===== config.mk =====
export PLATFORM = sky130hd
export DESIGN_NAME = led_cycle_ctrl
export DESIGN_NICKNAME = d
export VERILOG_FILES = /design/src/rtl/led_cycle_ctrl.sv
export SDC_FILE = /design/constraint.sdc
export NUM_CORES = 1
export LEC_CHECK = 0
export BUFFER_PORTS_ARGS = -buffer_cell sky130_fd_sc_hd__buf_2
export CORE_ASPECT_RATIO = 1.25
export CORE_MARGIN = 2
export CORE_UTILIZATION = 59
export CTS_BUF_LIST = sky130_fd_sc_hd__clkbuf_4
export DETAILED_ROUTE_END_ITERATION = 12
export HOLD_SLACK_MARGIN = 0.05
export PLACE_DENSITY = 0.81
export SYNTH_ARGS = -nofsm -noshare
export SYNTH_HDL_FRONTEND = slang
export SYNTH_SLANG_ARGS = --single-unit

===== constraint.sdc =====
create_clock -name clk -period 5.05 [get_ports clk]
set_input_delay 0.2525 -clock clk [delete_from_list [all_inputs] [get_ports clk]]
set_output_delay 0.2525 -clock clk [all_outputs]
set_load 0.03 [all_outputs]

===== src/rtl/led_cycle_ctrl.sv =====
// rtl/led_cycle_ctrl.sv - debounced 5-button speed selector driving a one-cycle LED step strobe
// Define LED_CYCLE_CTRL_PAUSE_EN to let a same-level press toggle RUN/PAUSE.
module led_cycle_ctrl #(
  parameter int DEBOUNCE_CYCLES = 16,
  parameter int BASE_DIV        = 8
) (
  input  logic       clk,
  input  logic       rst_n,
  input  logic [4:0] buttons,
  output logic       step,
  output logic [2:0] speed_sel,
  output logic       running
);

  localparam int            CW      = $clog2(DEBOUNCE_CYCLES);
  localparam int            PW      = $clog2(16 * BASE_DIV);
  localparam logic [CW-1:0] DB_LAST = CW'(DEBOUNCE_CYCLES - 1);

  typedef enum logic {RUN, PAUSE} state_t;

  state_t        state_q, state_d;
  logic [4:0]    sync1_q, sync2_q;
  logic [4:0]    stable_q, stable_d;
  logic [4:0]    press_w;
  logic [CW-1:0] db_cnt_q [5];
  logic [CW-1:0] db_cnt_d [5];
  logic [2:0]    speed_q, speed_d;
  logic [PW-1:0] presc_q, presc_d;
  logic [PW-1:0] presc_last_w;
  logic [31:0]   period_w;
  logic [2:0]    win_w;
  logic          evt_w;
  logic          do_count_w;

  // A press event fires in the cycle the stable bit is about to rise.
  always_comb begin
    stable_d = stable_q;
    press_w  = '0;
    for (int i = 0; i < 5; i++) begin
      db_cnt_d[i] = '0;
      if (sync2_q[i] != stable_q[i]) begin
        if (db_cnt_q[i] == DB_LAST) begin
          stable_d[i] = sync2_q[i];
          press_w[i]  = sync2_q[i];
        end else begin
          db_cnt_d[i] = db_cnt_q[i] + CW'(1);
        end
      end
    end
  end

  always_comb begin
    win_w = 3'd0;
    for (int i = 0; i < 5; i++) begin
      if (press_w[i]) win_w = 3'(i);
    end
    evt_w = |press_w;
  end

  assign period_w     = 32'(BASE_DIV) << (3'd4 - speed_q);
  assign presc_last_w = PW'(period_w - 32'd1);

  always_comb begin
    state_d    = state_q;
    speed_d    = speed_q;
    presc_d    = presc_q;
    step       = 1'b0;
    do_count_w = (state_q == RUN);
    if (evt_w && (win_w != speed_q)) begin
      speed_d    = win_w;
      presc_d    = '0;
      state_d    = RUN;
      do_count_w = 1'b0;
    end
`ifdef LED_CYCLE_CTRL_PAUSE_EN
    else if (evt_w) begin
      state_d    = (state_q == RUN) ? PAUSE : RUN;
      do_count_w = 1'b0;
    end
`endif
    if (do_count_w) begin
      if (presc_q == presc_last_w) begin
        step    = 1'b1;
        presc_d = '0;
      end else begin
        presc_d = presc_q + PW'(1);
      end
    end
  end

  always_ff @(posedge clk or negedge rst_n) begin
    if (!rst_n) begin
      sync1_q  <= '0;
      sync2_q  <= '0;
      stable_q <= '0;
      for (int i = 0; i < 5; i++) db_cnt_q[i] <= '0;
      state_q  <= RUN;
      speed_q  <= '0;
      presc_q  <= '0;
    end else begin
      sync1_q  <= buttons;
      sync2_q  <= sync1_q;
      stable_q <= stable_d;
      for (int i = 0; i < 5; i++) db_cnt_q[i] <= db_cnt_d[i];
      state_q  <= state_d;
      speed_q  <= speed_d;
      presc_q  <= presc_d;
    end
  end

  assign speed_sel = speed_q;
  assign running   = (state_q == RUN);

endmodule

==> impl_metrics.csv <==
group,metric,value,unit
run_status,status,"completed",
route,postRouteAntennaNets,0,
synth,synth-simple-area-share,14.8,%
timing,setup_violations,0,
cts,numCtsBuffers,5,
min_path,hold_path_class,"reg -> reg",
worst_setup_path,slowest_delay,0.56,ns
synth,yosys.area.top_type_share,51.4,%
cells_and_area,utilization,68.5,%
worst_setup_path,reg2reg_depth,8,
placement,hpwl,2.71,mm
worst_setup_path,required,4.80,ns
timing,skew,0.00798,ns
synth,synth-adder-area-share,4.57,%
timing,period_share,66.1,%
synth,syn_nets,200,
grt,grt_max_degree,46,
cells_and_area,fillCellCount,246,
grt,grt_pass1_vias,1522,
cts,post_cts_buffers,0,
floorplanning,rows,24,
route,drt_wl_total,3.66,mm
timing,final_max_slew_viol_count,0,
cells_and_area,multiInputGateArea,1020,um^2
synth,yosysWarnings,0,
min_path,min_delay_path_depth,0,
placement,dp.cells,231,
synth,synthCells,185,
route,met2_length,1.98,mm
floorplanning,die_h,72.1,um
route,wl_met3,107,um
synth,synth_seq_area_share,51.4,%
route,drcViolationCount,0,
worst_setup_path,path_class,"reg -> out",
cts,worstSkewPairLatency,0.37,ns
route,drt_iter0_drc,47,
worst_setup_path,cp_max_fo,11,
min_path,min_to,"sync2_q[0]$_DFF_PN0_",
job,drv_cap,0,
route,drt_first_pass_iters,4,
floorplanning,start_util,62.4,%
power_and_ir_drop,power_density,271,nW/um^2
cells_and_area,final_layout_size_suffix_gt1_share,18.0,%
min_path,min_from,"sync1_q[0]$_DFF_PN0_",
cts,cts.path.max_buffers,2,
timing,finalSetupTns,0,ns
cts,cts_tree,"built",
grt,grt_usage,20.9,%
worst_setup_path,path_delay_family,"compound AO/OA/AOI/OAI gates",
worst_setup_path,worst_setup_path_end_kind,"primary output",
route,top_layer_used,"met4",
synth,yosys.area.top_type,"dfrtp_1",
floorplanning,core_area,3510,um^2
worst_setup_path,r2r_slack,2.52,ns
cts,clkTransAtPathRegs,0.13,ns
worst_setup_path,worstPathArrival,3.09,ns
route,wirelength_met1,1.47,mm
floorplanning,die_x,58.5,um
power_and_ir_drop,ir_drop,0.247,mV
synth,syn-cell-area,2190,um^2
grt,overflow,0,
worst_setup_path,crit_chain,"nor2_1 > ha_1 > nand3b_1 > ha_1 > xnor2_4 > o211ai_2 > a2111oi_4 > a21boi_2 > buf_2",
synth,ys_types,45,
route,drt-wirelength-per-cell,14.9,um
placement,place_congestion,0.778,
grt,grt_pass1_wl,6.73,mm
cts,cts_sinks,45,
power_and_ir_drop,total_leakage_power,1.03,nW
timing,max_freq,299,MHz
cells_and_area,nNetsFinal,220,
cts,cts.repair.resized,0,
synth,synthXorXnorAreaFrac,8.45,%
timing,fin_crit,3.34,ns
timing,rsz0062_at_grt,"false",
synth,synth_top_family_by_area,"compound AO/OA/AOI/OAI gates",
floorplanning,die-area,4220,um^2
synth,ys_seq_elements,45,
worst_setup_path,r2r-start,"speed_sel[0]$_DFFE_PN0P_",
cells_and_area,register_area,1130,um^2
synth,syn_area_per_cell,11.8,um^2
synth,synth_compound_area_share,15.2,%
worst_setup_path,r2r_end,"presc_q[3]$_DFF_PN0_",
route,vias,1463,
floorplanning,boundaryPins,12,
cells_and_area,diodes,0,
grt,antenna_found_initial,0,
cts,htreeDepth,2,
placement,numPortBuffers,10,
cells_and_area,finalNonFillerCells,245,
timing,relSlewSlack,36.0,%
worst_setup_path,worst_setup_path_start_kind,"flop",
route,viasPerCell,5.97,
timing,tightest_slew,0.959,ns
timing,finalHoldViolations,0,
synth,synthTopCellsByArea,"dfrtp_1 (51%), xnor2_1 (5.6%), ha_1 (4.6%)",
worst_setup_path,crit_buf_inv,1,
synth,synth.area.mux_share,3.20,%
cts,cts-root-buf,"clkbuf_4",
worst_setup_path,cpMostUsedCell,"ha_1",
cells_and_area,area_growth,9.88,%
worst_setup_path,cp_slowest_cell,"dfrtp_1",
==> layout by cell type, fill, tap and decap left out, types with 6 or more instances in the layout <==
cell type,instances
a21oi_1,15
buf_2,10
dfrtp_1,45
dlygate4sd3_1,6
ha_1,8
inv_1,6
nand2_1,6
nor2_1,11
nor2b_1,7
o21ai_0,10
xnor2_1,14
==> registers in the layout (all words and copies together), names as in the netlist <==
signal	cells
stable_q	5
sync1_q	5
speed_sel	3
presc_q	7
sync2_q	5
db_cnt_q	20
==> how the worst max path moves through the flow <==
stage                                   from    to  slack (ns)  cells after the start
global placement    speed_sel[0]$_DFFE_PN0P_  step        2.25                      9
detailed placement  speed_sel[0]$_DFFE_PN0P_  step        2.09                      9
floorplan           speed_sel[1]$_DFFE_PN0P_  step        2.16                      9
finish              speed_sel[0]$_DFFE_PN0P_  step        1.71                      9
CTS                 speed_sel[0]$_DFFE_PN0P_  step        1.67                      9
global route        speed_sel[0]$_DFFE_PN0P_  step        1.47                      9
==> layout make-up <==
class                   count  area share, %
inverters                   6          0.936
repair buffers             16           4.57
well taps                  39           2.03
multi-input cells         131           42.2
flip-flops and latches     45           46.8
clock buffers               5           1.56
clock inverters             3           1.92
==> layer usage <==
layer,track usage [%],vias to the layer above
met5,0,-
met4,8.01,0
met3,5.53,11
met2,36.7,22
met1,24.0,733
li1,-,697
==> Yosys cell counts (all sizes together) <==
| cell | n |
|---|---|
| and2b | 1 |
| o221ai | 1 |
| and3 | 3 |
| nor4bb | 1 |
| nor2b | 7 |
| mux2i | 1 |
| o2bb2a | 1 |
| a21oi | 15 |
| o21bai | 1 |
| a21o | 2 |
| nand4b | 5 |
| a2111oi | 2 |
| buf | 3 |
| nor3b | 3 |
| nand2b | 4 |
| nand4 | 1 |
| nand3b | 1 |
| xnor2 | 15 |
| and3b | 1 |
| nand2 | 6 |
| a21boi | 2 |
| ha | 8 |
| and2 | 1 |
| dfrtp | 45 |
| nor2 | 11 |
| o21ai | 11 |
| o221a | 1 |
| xor2 | 4 |
| mux2 | 5 |
| a211oi | 6 |
| o211ai | 2 |
| inv | 6 |
| nor3 | 3 |
| conb | 1 |
| nand3 | 5 |
==> cell families after synthesis <==
group	after synthesis
adders and majority gates	8
and+or+nand+nor	53
xor gates and xnor gates	19
muxes	6
DFF	45
other	1
AOI/OAI and AO/OA	44
buffers and inverters	9
==> stage by stage <==
stage | hold slack [ns] | total power [mW] | setup WS (ns) | area [um^2]
floorplan | -0.0431 | 0.415 | 2.16 | 2190
global placement | 0.333 | 0.427 | 2.25 | 2260
detailed placement | 0.335 | 0.431 | 2.09 | 2260
CTS | 0.365 | 0.661 | 1.67 | 2410
global route | 0.373 | 0.681 | 1.47 | 2410
finish | 0.362 | 0.653 | 1.71 | 2410
==> power breakdown <==
part           switching (mW)  leakage, nW  internal, mW  total, mW
sequential             0.0125        0.578         0.374      0.387
clock                   0.120       0.0414         0.105      0.225
combinational          0.0223        0.412        0.0187     0.0410
==> repair_timing <==
item,in CTS,in global routing
hold buffers,6,0
setup endpoints to repair,0,0
endpoints found under the hold margin,20,0
(Power assumes the default switching activity.)
